`src/rtl/uart_apb_scheduler_pkg.sv`:
```
// Shared constants for the UART APB scheduler: register offsets, status bit indices, state encodings.
package uart_sched_pkg;

  localparam logic [2:0] REG_TXDATA = 3'd0;
  localparam logic [2:0] REG_RXDATA = 3'd1;
  localparam logic [2:0] REG_CTRL1  = 3'd2;
  localparam logic [2:0] REG_CTRL2  = 3'd3;
  localparam logic [2:0] REG_STATUS = 3'd4;
  localparam logic [2:0] REG_CTRL3  = 3'd5;

  localparam int ST_TXRDY    = 0;
  localparam int ST_RXRDY    = 1;
  localparam int ST_PARITY   = 2;
  localparam int ST_OVERFLOW = 3;
  localparam int ST_FRAMING  = 4;

  typedef enum logic [2:0] {
    CFG1, CFG2, CFG3, POLL, DECIDE, TXW, RXR, GAP
  } sched_state_t;

  typedef enum logic [1:0] {
    PH_IDLE, PH_SETUP, PH_ACCESS
  } xfer_phase_t;

  // UART registers sit on 32-bit word boundaries.
  function automatic logic [4:0] reg_addr(input logic [2:0] r);
    return {r, 2'b00};
  endfunction

endpackage

```
`src/rtl/uart_apb_scheduler_if.sv`:
```
// APB master bus between the scheduler and the UART register block.
interface uart_apb_scheduler_if;
  logic [4:0] M_PADDR;
  logic       M_PSEL;
  logic       M_PENABLE;
  logic       M_PWRITE;
  logic [7:0] M_PWDATA;
  logic [7:0] M_PRDATA;
  logic       M_PREADY;

  modport master (
    output M_PADDR, M_PSEL, M_PENABLE, M_PWRITE, M_PWDATA,
    input  M_PRDATA, M_PREADY
  );

  modport slave (
    input  M_PADDR, M_PSEL, M_PENABLE, M_PWRITE, M_PWDATA,
    output M_PRDATA, M_PREADY
  );
endinterface

```
`src/rtl/uart_apb_scheduler_apb_xfer.sv`:
```
// Two-phase APB transfer engine: start launches SETUP next cycle, done flags the ACCESS cycle with PREADY.
// A new start may be accepted in the done cycle so transfers run back to back; bus reads 0 when idle.
module uart_sched_apb_xfer
  import uart_sched_pkg::*;
(
  input  logic       pclk_i,
  input  logic       presetn_i,
  input  logic       start_i,
  input  logic [4:0] addr_i,
  input  logic       write_i,
  input  logic [7:0] wdata_i,
  output logic       busy_o,
  output logic       done_o,
  output logic [7:0] rdata_o,
  uart_apb_scheduler_if.master apb
);

  xfer_phase_t phase_q, phase_d;
  logic [4:0]  addr_q;
  logic        write_q;
  logic [7:0]  wdata_q;

  always_ff @(posedge pclk_i or negedge presetn_i) begin
    if (!presetn_i) begin
      phase_q <= PH_IDLE;
      addr_q  <= '0;
      write_q <= 1'b0;
      wdata_q <= '0;
    end else begin
      phase_q <= phase_d;
      if (start_i) begin
        addr_q  <= addr_i;
        write_q <= write_i;
        wdata_q <= wdata_i;
      end
    end
  end

  always_comb begin
    phase_d = phase_q;
    case (phase_q)
      PH_IDLE:   if (start_i) phase_d = PH_SETUP;
      PH_SETUP:  phase_d = PH_ACCESS;
      PH_ACCESS: if (apb.M_PREADY) phase_d = start_i ? PH_SETUP : PH_IDLE;
      default:   phase_d = PH_IDLE;
    endcase
  end

  assign busy_o        = (phase_q != PH_IDLE);
  assign done_o        = (phase_q == PH_ACCESS) && apb.M_PREADY;
  assign rdata_o       = apb.M_PRDATA;
  assign apb.M_PSEL    = busy_o;
  assign apb.M_PENABLE = (phase_q == PH_ACCESS);
  assign apb.M_PADDR   = busy_o ? addr_q  : 5'd0;
  assign apb.M_PWRITE  = busy_o ? write_q : 1'b0;
  assign apb.M_PWDATA  = busy_o ? wdata_q : 8'd0;

endmodule

```
`src/rtl/uart_apb_scheduler.sv`:
```
// Configures a UART over APB, then polls its status and round-robins between RX reads and TX writes.
module uart_apb_scheduler
  import uart_sched_pkg::*;
#(
  parameter logic [12:0] BAUD_VALUE = 13'd0,
  parameter logic [2:0]  BAUD_FRCTN = 3'd0,
  parameter logic        BIT8       = 1'b1,
  parameter logic        PARITY_EN  = 1'b0,
  parameter logic        ODD_N_EVEN = 1'b0,
  parameter int unsigned POLL_GAP   = 4
) (
  input  logic       PCLK,
  input  logic       PRESETN,
  uart_apb_scheduler_if.master apb,
  input  logic       tx_valid,
  input  logic [7:0] tx_data,
  output logic       tx_ready,
  output logic       rx_valid,
  output logic [7:0] rx_data,
  input  logic       rx_ready,
  output logic       cfg_done,
  output logic [2:0] err_flags,
  input  logic       err_clr
);

  localparam logic [7:0]   GAP_LAST      = (POLL_GAP == 0) ? 8'd0 : 8'(POLL_GAP - 1);
  localparam sched_state_t AFTER_SERVICE = (POLL_GAP == 0) ? POLL : GAP;

  sched_state_t state_q, state_d;
  logic         last_tx_q, last_tx_d;
  logic [7:0]   gap_cnt_q, gap_cnt_d;
  logic [4:0]   status_q;
  logic         rx_valid_q, rx_valid_d;
  logic [7:0]   rx_data_q;
  logic         cfg_done_q;
  logic [2:0]   err_q, err_d, err_new;

  logic         xfer_start, xfer_write, xfer_busy, xfer_done;
  logic [4:0]   xfer_addr;
  logic [7:0]   xfer_wdata, xfer_rdata;
  logic         rx_elig, tx_elig, rx_load, poll_done;

  always_ff @(posedge PCLK or negedge PRESETN) begin
    if (!PRESETN) begin
      state_q   <= CFG1;
      last_tx_q <= 1'b1;
      gap_cnt_q <= '0;
    end else begin
      state_q   <= state_d;
      last_tx_q <= last_tx_d;
      gap_cnt_q <= gap_cnt_d;
    end
  end

  assign rx_elig = status_q[ST_RXRDY] && !rx_valid_q;
  assign tx_elig = status_q[ST_TXRDY] && tx_valid;

  always_comb begin
    state_d   = state_q;
    last_tx_d = last_tx_q;
    gap_cnt_d = gap_cnt_q;
    case (state_q)
      CFG1:   if (xfer_done) state_d = CFG2;
      CFG2:   if (xfer_done) state_d = CFG3;
      CFG3:   if (xfer_done) state_d = POLL;
      POLL:   if (xfer_done) state_d = DECIDE;
      DECIDE: begin
        // On a tie the side not served last wins.
        if (rx_elig && (!tx_elig || last_tx_q)) begin
          state_d   = RXR;
          last_tx_d = 1'b0;
        end else if (tx_elig) begin
          state_d   = TXW;
          last_tx_d = 1'b1;
        end else begin
          state_d = AFTER_SERVICE;
        end
      end
      TXW, RXR: if (xfer_done) state_d = AFTER_SERVICE;
      GAP: begin
        if (gap_cnt_q == GAP_LAST) begin
          state_d   = POLL;
          gap_cnt_d = '0;
        end else begin
          gap_cnt_d = gap_cnt_q + 8'd1;
        end
      end
      default: state_d = CFG1;
    endcase
  end

  // Launch parameters follow the next state so consecutive transfers need no idle cycle.
  always_comb begin
    xfer_addr  = '0;
    xfer_write = 1'b0;
    xfer_wdata = '0;
    xfer_start = 1'b0;
    case (state_d)
      CFG1: begin
        xfer_addr  = reg_addr(REG_CTRL1);
        xfer_write = 1'b1;
        xfer_wdata = BAUD_VALUE[7:0];
        xfer_start = 1'b1;
      end
      CFG2: begin
        xfer_addr  = reg_addr(REG_CTRL2);
        xfer_write = 1'b1;
        xfer_wdata = {BAUD_VALUE[12:8], ODD_N_EVEN, PARITY_EN, BIT8};
        xfer_start = 1'b1;
      end
      CFG3: begin
        xfer_addr  = reg_addr(REG_CTRL3);
        xfer_write = 1'b1;
        xfer_wdata = {5'b0, BAUD_FRCTN};
        xfer_start = 1'b1;
      end
      POLL: begin
        xfer_addr  = reg_addr(REG_STATUS);
        xfer_start = 1'b1;
      end
      TXW: begin
        xfer_addr  = reg_addr(REG_TXDATA);
        xfer_write = 1'b1;
        xfer_wdata = tx_data;
        xfer_start = 1'b1;
      end
      RXR: begin
        xfer_addr  = reg_addr(REG_RXDATA);
        xfer_start = 1'b1;
      end
      default: xfer_start = 1'b0;
    endcase
    if (xfer_busy && !xfer_done) xfer_start = 1'b0;
    tx_ready = (state_q == TXW) && xfer_done;
  end

  uart_sched_apb_xfer u_xfer (
    .pclk_i    (PCLK),
    .presetn_i (PRESETN),
    .start_i   (xfer_start),
    .addr_i    (xfer_addr),
    .write_i   (xfer_write),
    .wdata_i   (xfer_wdata),
    .busy_o    (xfer_busy),
    .done_o    (xfer_done),
    .rdata_o   (xfer_rdata),
    .apb       (apb)
  );

  assign poll_done  = (state_q == POLL) && xfer_done;
  assign rx_load    = (state_q == RXR) && xfer_done;
  assign rx_valid_d = rx_load || (rx_valid_q && !rx_ready);
  assign err_new    = poll_done ? {xfer_rdata[ST_FRAMING], xfer_rdata[ST_OVERFLOW],
                                   xfer_rdata[ST_PARITY]} : 3'b000;
  assign err_d      = (err_clr ? 3'b000 : err_q) | err_new;

  always_ff @(posedge PCLK or negedge PRESETN) begin
    if (!PRESETN) begin
      status_q   <= '0;
      rx_valid_q <= 1'b0;
      rx_data_q  <= '0;
      cfg_done_q <= 1'b0;
      err_q      <= '0;
    end else begin
      if (poll_done) status_q <= xfer_rdata[4:0];
      if (rx_load) rx_data_q <= xfer_rdata;
      if ((state_q == CFG3) && xfer_done) cfg_done_q <= 1'b1;
      rx_valid_q <= rx_valid_d;
      err_q      <= err_d;
    end
  end

  assign rx_valid  = rx_valid_q;
  assign rx_data   = rx_data_q;
  assign cfg_done  = cfg_done_q;
  assign err_flags = err_q;

endmodule

```
`src/flat_wrapper.sv`:
```
// flat-port wrapper written by rule: the top's interface ports become plain ports
module uart_apb_scheduler_flat import uart_sched_pkg::*;
#(
  parameter logic [12:0] BAUD_VALUE = 13'd0,
  parameter logic [2:0]  BAUD_FRCTN = 3'd0,
  parameter logic        BIT8       = 1'b1,
  parameter logic        PARITY_EN  = 1'b0,
  parameter logic        ODD_N_EVEN = 1'b0,
  parameter int unsigned POLL_GAP   = 4
)
  (PCLK, PRESETN, tx_valid, tx_data, tx_ready, rx_valid, rx_data, rx_ready, cfg_done, err_flags, err_clr, apb_M_PADDR, apb_M_PSEL, apb_M_PENABLE, apb_M_PWRITE, apb_M_PWDATA, apb_M_PRDATA, apb_M_PREADY);
  uart_apb_scheduler_if apb_i ();
  input  logic PCLK;
  input  logic PRESETN;
  input  logic tx_valid;
  input  logic [7:0] tx_data;
  output logic tx_ready;
  output logic rx_valid;
  output logic [7:0] rx_data;
  input  logic rx_ready;
  output logic cfg_done;
  output logic [2:0] err_flags;
  input  logic err_clr;
  output wire logic [$bits(apb_i.M_PADDR)-1:0] apb_M_PADDR;
  output wire logic [$bits(apb_i.M_PSEL)-1:0] apb_M_PSEL;
  output wire logic [$bits(apb_i.M_PENABLE)-1:0] apb_M_PENABLE;
  output wire logic [$bits(apb_i.M_PWRITE)-1:0] apb_M_PWRITE;
  output wire logic [$bits(apb_i.M_PWDATA)-1:0] apb_M_PWDATA;
  input wire logic [$bits(apb_i.M_PRDATA)-1:0] apb_M_PRDATA;
  input wire logic [$bits(apb_i.M_PREADY)-1:0] apb_M_PREADY;
  assign apb_M_PADDR = apb_i.M_PADDR;
  assign apb_M_PSEL = apb_i.M_PSEL;
  assign apb_M_PENABLE = apb_i.M_PENABLE;
  assign apb_M_PWRITE = apb_i.M_PWRITE;
  assign apb_M_PWDATA = apb_i.M_PWDATA;
  assign apb_i.M_PRDATA = apb_M_PRDATA;
  assign apb_i.M_PREADY = apb_M_PREADY;
  uart_apb_scheduler #(.BAUD_VALUE(BAUD_VALUE), .BAUD_FRCTN(BAUD_FRCTN), .BIT8(BIT8), .PARITY_EN(PARITY_EN), .ODD_N_EVEN(ODD_N_EVEN), .POLL_GAP(POLL_GAP)) u_core (.PCLK(PCLK), .PRESETN(PRESETN), .apb(apb_i), .tx_valid(tx_valid), .tx_data(tx_data), .tx_ready(tx_ready), .rx_valid(rx_valid), .rx_data(rx_data), .rx_ready(rx_ready), .cfg_done(cfg_done), .err_flags(err_flags), .err_clr(err_clr));
endmodule
```
`config.mk`:
```
export PLATFORM = sky130hd
export DESIGN_NAME = uart_apb_scheduler_flat
export DESIGN_NICKNAME = d
export VERILOG_FILES = /design/src/rtl/uart_apb_scheduler_pkg.sv /design/src/rtl/uart_apb_scheduler_if.sv /design/src/rtl/uart_apb_scheduler_apb_xfer.sv /design/src/rtl/uart_apb_scheduler.sv /design/src/flat_wrapper.sv
export SDC_FILE = /design/constraint.sdc
export NUM_CORES = 1
export LEC_CHECK = 0
export BUFFER_PORTS_ARGS = -buffer_cell sky130_fd_sc_hd__buf_2
export CORE_MARGIN = 2
export CORE_UTILIZATION = 57
export CTS_CLUSTER_SIZE = 20
export DETAILED_ROUTE_END_ITERATION = 6
export PLACE_DENSITY_LB_ADDON = 0.25
export SLEW_MARGIN = 15
export SYNTH_ARGS = -nofsm -noshare
export SYNTH_HDL_FRONTEND = slang
export SYNTH_HIERARCHICAL = 1
export SYNTH_SLANG_ARGS = --single-unit
```
`constraint.sdc`:
```
create_clock -name PCLK -period 4.7 [get_ports PCLK]
set_clock_uncertainty 0.2 [all_clocks]
set_input_delay 0 -clock PCLK [delete_from_list [all_inputs] [get_ports PCLK]]
set_output_delay 0 -clock PCLK [all_outputs]
set_load 0.01 [all_outputs]
```
Yosys cells after proc, flatten, opt, wreduce, memory -nomap -nowiden
Cells that the tools add are included.
Widths: inputs -> output; s select.
- bits in registers: 43
- input bits: 22
- output and inout port bits: 30
- logic and storage cells: 83
- $add $sub $neg: 1
- equal/unequal tests: 17
- muxes and demuxes: 26
- bitwise logic cells: 1
- reduce and logical (&&, ||, !) cells: 26
- operator list (operator ; number):
    $mux 3 ; 9
    $pmux 5 s5 ; 1
    $pmux 3 s7 ; 1
    $eq 3x3->1 const B ; 6
    $mux 8 ; 2
    $pmux 8 s2 ; 1
    $eq 3x2->1 const B ; 4
    $logic_and 1x1->1 ; 10
    $add 8x1->8 const B ; 1
    $eq 8x2->1 const B ; 1
    $mux 1 ; 7
    $eq 3x1->1 const B ; 2
    $logic_not 3->1 ; 2
    $mux 2 ; 3
    $pmux 2 s3 ; 1
    $reduce_or 6->1 ; 1
    $mux 5 ; 1
    $logic_not 1->1 ; 4
    $reduce_and 2->1 ; 2
    $reduce_bool 2->1 ; 2
    $reduce_or 4->1 ; 1
    $or 3x3->3 ; 1
    $eq 2x1->1 const B ; 1
    $eq 2x2->1 const B ; 1
    5 further kinds ; 6

Logic depth before layout (Yosys ltp)
- word-level depth: 13
- gate-level depth with buffers: 10
- gate-level depth less buffers: 8

Modules after synthesis
Netlist, hierarchy kept.
- modules (own cells, without submodules) (module ; instances ; cells each ; area each (um^2) ; seq. area each (um^2)):
    uart_apb_scheduler ; 1 ; 120 ; 1337.5 ; 676.9
    uart_sched_apb_xfer ; 1 ; 64 ; 842.1 ; 400.4

Worst setup path before layout
OpenSTA, ideal clock, no wires.
- path kind: register -> register
- from: register u_core.u_xfer.phase_q[0]
- to: register u_core.u_xfer.addr_q[0]
- setup time: 0.125 ns
- arrival time: 2.280 ns
- required time: 4.375 ns
- path slack: 2.095 ns
- stages on the path, launching flop included: 11
- path buffers: 2
- period minus slack after synthesis: 2.605 ns
- cells stage by stage: dfrtp_1 > nor2b_1 > and2_1 > nor2b_4 > a21oi_1 > a2bb2oi_2 > nand2b_1 > a32oi_1 > buf_6 > buf_12 > mux2_4
- cells in the longest elaborated chain, start to end: 8
- elaborated cells on any way between the ends: 20
- classes of those cells: 6 x eq/ne; 8 x mux; 6 x reduce/logical
- RTL lines (what ; RTL line ; text):
    start: declaration ; uart_apb_scheduler_apb_xfer.sv:18 ; xfer_phase_t phase_q, phase_d;
    start signal: assignment ; uart_apb_scheduler_apb_xfer.sv:30 ; phase_q <= phase_d;
    $eq 2x2->1 * ; - ;
    net apb_M_PENABLE ; flat_wrapper.sv:26 ; output wire logic [$bits(apb_i.M_PENABLE)-1:0] apb_M_PENABLE;
    $logic_and 1x1->1 * ; uart_apb_scheduler_apb_xfer.sv:50 ; assign done_o = (phase_q == PH_ACCESS) && apb.M_PREADY;
    net u_core.xfer_done ; uart_apb_scheduler.sv:38 ; logic xfer_start, xfer_write, xfer_busy, xfer_done;
    $mux 3, on equally long branches ; - ;
    $pmux 3 s7 * ; uart_apb_scheduler.sv:62 ; case (state_q)
    net u_core.state_d[1] ; uart_apb_scheduler.sv:29 ; sched_state_t state_q, state_d;
    $eq 3x1->1 (tied with other cells) ; uart_apb_scheduler.sv:98 ; case (state_d)
    $reduce_or 6->1 (no line) * ; - ;
    $mux 1 * ; uart_apb_scheduler.sv:98 ;
    $mux 1 * ; uart_apb_scheduler.sv:133 ; if (xfer_busy && !xfer_done) xfer_start = 1'b0;
    net u_core.xfer_start ; uart_apb_scheduler.sv:38 ;
    end signal: assignment ; uart_apb_scheduler_apb_xfer.sv:32 ; addr_q <= addr_i;
    end: declaration ; uart_apb_scheduler_apb_xfer.sv:19 ; logic [4:0] addr_q;
The timed path passes the listed nets; every way through them passes the cells marked *.
A chain may end at the register's enable or synchronous reset.

Worst setup path in the final report
- from: register u_core.u_xfer.phase_q[1]
- to: register u_core.u_xfer.wdata_q[0]
- cells in the longest elaborated chain, start to end: 8
- elaborated cells on any way between the ends: 21
- classes of those cells: 6 x eq/ne; 9 x mux; 6 x reduce/logical
- RTL lines (what ; RTL line ; text):
    $eq 2x2->1 * ; uart_apb_scheduler_apb_xfer.sv:50 ;
    $logic_and 1x1->1 * ; uart_apb_scheduler_apb_xfer.sv:50 ;
    net u_core.xfer_done ; uart_apb_scheduler.sv:38 ;
    $mux 3, on equally long branches ; - ;
    $pmux 3 s7 * ; uart_apb_scheduler.sv:62 ;
    net u_core.state_d[1] ; uart_apb_scheduler.sv:29 ;
    $eq 3x1->1 (tied with other cells) ; uart_apb_scheduler.sv:98 ;
    $reduce_or 6->1 (no line) * ; - ;
    $mux 1 * ; uart_apb_scheduler.sv:98 ;
    $mux 1 * ; uart_apb_scheduler.sv:133 ;
    net u_core.xfer_start ; uart_apb_scheduler.sv:38 ;
    end signal: assignment ; uart_apb_scheduler_apb_xfer.sv:34 ; wdata_q <= wdata_i;
    end: declaration ; uart_apb_scheduler_apb_xfer.sv:21 ; logic [7:0] wdata_q;
Marked as above.

==> flow_summary_export.csv <==
group,metric,value,unit
status,outcome,"finished, final reports clean",
yosys,synth_most_common_cell,"dfrtp_1",
yosys,ys_top_cells_by_count,"dfrtp_1, mux2_2, nor2b_1, buf_4, inv_1",
timing,period_share,63.6,%
cts,clockRootBuffer,"clkbuf_8",
grt,grt_max_degree,44,
cells_and_area,final_core_util,73.2,%
power,p_per_area,549,nW/um2
setup_path,cp_slowest_cell,"a32oi_1",
route,routedWlPerCell,14.3,um
setup_path,cp_max_fo,12,
floorplan,rows,22,
grt,gr-total-overflow,0,
grt,grt_pass1_vias,1521,
setup_path,critPathMaxStageDelay,0.41,ns
cells_and_area,area_delta_synth_final,23.0,%
setup_path,critPathCaptureType,"flip-flop",
cts,ctsResizeCount,0,
route,drt_iter0_drc,62,
floorplan,dieArea,4330,um2
grt,grt_use_total,22.0,%
cts,clock-sinks,43,
grt,use_met2,37.5,%
setup_path,cp_top_family,"simple AND/OR/NAND/NOR gates",
yosys,synth_top_area_share,48.2,%
placed_design,io_buffer_count,51,
grt,grt_pass1_wl,7130,um
placed_design,hpwlAfterDp,2720,um
cts,clk_pin_slew,0.08,ns
timing,max_freq,334,MHz
hold_path,hp-class,"primary input to async pin",
floorplan,dieHeight,65.8,um
cts,cts_tree,"yes",
yosys,synthArstFlopShare,100,%
grt,met1_usage,28.2,%
yosys,netlist_area,2180,um2
cells_and_area,final_nets,273,
cells_and_area,layout-drive-gt1-share,39.0,%
cts,cts-buffers-inserted,5,
setup_path,critical_path_class,"flip-flop to flip-flop",
placed_design,gp_congestion,0.745,
route,vias_per_cell,5.15,
setup_path,start_kind,"flip-flop",
yosys,synth_area_per_cell,11.8,um2
yosys,synthCells,184,
timing,tightest_slew,0.942,ns
timing,period_needed,2.99,ns
timing,setup_viol,0,
cts,htreeDepth,2,
power,p_leak,1.35,nW
yosys,synth_top_cell_by_area,"dfrtp_1",
yosys,ys_types,43,
yosys,synth-main-ff-cell,"dfrtp_1",
floorplan,die_x,65.8,um
route,num_vias,1541,
timing,max_slew_margin,37.2,%
yosys,ys_warn_count,6,
timing,hold_violations,0,
cells_and_area,antenna-diode-count,0,
route,ant_nets,0,
cts,cts_buffer_depth,2,
timing,setup_tns,0,ns
setup_path,worstPathCellList,"nor2b_1 -> and2_1 -> nor2b_4 -> a21oi_1 -> a2bb2oi_2 -> nand2b_1 -> a32oi_1 -> buf_4 -> mux2_2",
route,drt_wl_total,4270,um
grt,grt-busiest-layer,"met2",
route,route.detailed.drc,0,
cts,clkLatencyLatePin,0.29,ns
timing,slew_viol_final,0,
floorplan,start_util,59.5,%
grt,use_met3,5.28,%
run,cap_violations,0,
cts,cts_setup_buffers,0,
power,ir_worst_vdd,458,uV
grt,grt_antenna_before_repair,0,
setup_path,critPathArrivalTime,2.97,ns
setup_path,crit_required,4.68,ns
timing,rsz0062_at_grt,"no",
yosys,synth_edf_count,0,
yosys,ys_seq_area_share,49.4,%
yosys,netlist_top_cells_area,"dfrtp_1, mux2_2, mux2_4, nor2b_1, buf_4",
setup_path,path_buf_inv,1,
route,dr.pass1.iters,4,
yosys,synth_seq_cells,43,
floorplan,ios,52,
floorplan,core_area,3660,um2
-- registers in the layout, indices dropped and copies added (netlist names) --
signal and flops:
u_core/gap_cnt_q 8, u_core/rx_data 8, u_core/u_xfer/wdata_q 8, u_core/u_xfer/addr_q 5, u_core/err_flags 3, u_core/state_q 3
u_core/status_q 2, u_core/u_xfer/phase_q 2, u_core/cfg_done 1, u_core/last_tx_q 1, u_core/rx_valid 1, u_core/u_xfer/write_q 1
-- repair_timing --
action	in CTS	in global routing
setup endpoints to repair	0	0
hold buffers	22	0
endpoints found under the hold margin	68	0
-- final timing paths --
kind                                           from  depth (start not counted)  slack, ns                  endpoint
max                        u_core/u_xfer/phase_q[1]                          9       1.71  u_core/u_xfer/wdata_q[0]
min                                         PRESETN                          2       0.20       u_core/gap_cnt_q[6]
max reg2reg                u_core/u_xfer/phase_q[1]                          9       1.71  u_core/u_xfer/wdata_q[0]
min reg2reg                         u_core/cfg_done                          1       0.27           u_core/cfg_done
max in group asynchronous                   PRESETN                          2       3.52  u_core/u_xfer/wdata_q[6]
min in group PCLK                           err_clr                          3       0.25       u_core/err_flags[2]
-- logic make-up after synthesis --
group,count (synthesis),synth area share [%]
AOI/OAI and AO/OA,20,6.95
xor gates and xnor gates,5,2.01
adders and majority gates,2,1.03
buffers and inverters,26,7.86
DFF,43,49.4
muxes,26,15.0
other,1,0.172
and+or+nand+nor,61,17.6
-- power breakdown --
part	switching [W]	total, W	leakage [nW]	internal [W]
clock network	0.000125	0.000229	0.0402	0.000103
registers	0.000101	0.000590	0.556	0.000489
logic	0.000308	0.000653	0.753	0.000345
total	0.000534	0.00147	1.35	0.000937
-- cell usage in the layout, fill, tap and decap left out, drive strengths merged, types with 2 or more instances in the layout --
cell          n
inv          10
nand3         5
o21ai         7
and2          8
clkinvlp      2
nor3b         2
nand2         7
xnor2         4
dfrtp        42
nor2b        18
nor2          4
buf          52
mux2         26
conb          2
a21oi         3
nand4         4
nand2b        2
a31oi         3
dlygate4sd3  22
and3          5
clkbuf        5
-- layout make-up --
type	count	area [um2]
flip-flops and latches	43	1080
fillers	270	980
multi-input cells	116	935
repair buffers	74	483
clock buffers	5	68.8
well taps	48	60.1
inverters	10	37.5
clock inverters	3	20.0
-- layer usage --
metal  part of all wire, %  routed length [um]  vias up
met3                   4.8                 206        0
met1                    44                1870      755
met4                     0                   0        0
li1                      -                   -      746
met2                    51                2190       40
met5                     0                   0        -
-- stage by stage --
stage                     cells  power, W  instance area [um2]  hold WS, ns  setup WS (ns)
after floorplan             185   0.00112                 2180       -0.496           2.10
after global placement      269   0.00121                 2370      -0.0215           1.90
after detailed placement    269   0.00123                 2370      -0.0186           1.72
after CTS                   299   0.00148                 2680        0.208           1.68
after global routing        299   0.00157                 2680        0.255           1.48
final                       299   0.00147                 2680        0.197           1.71
Note: power is estimated with default switching activity, not from simulation.
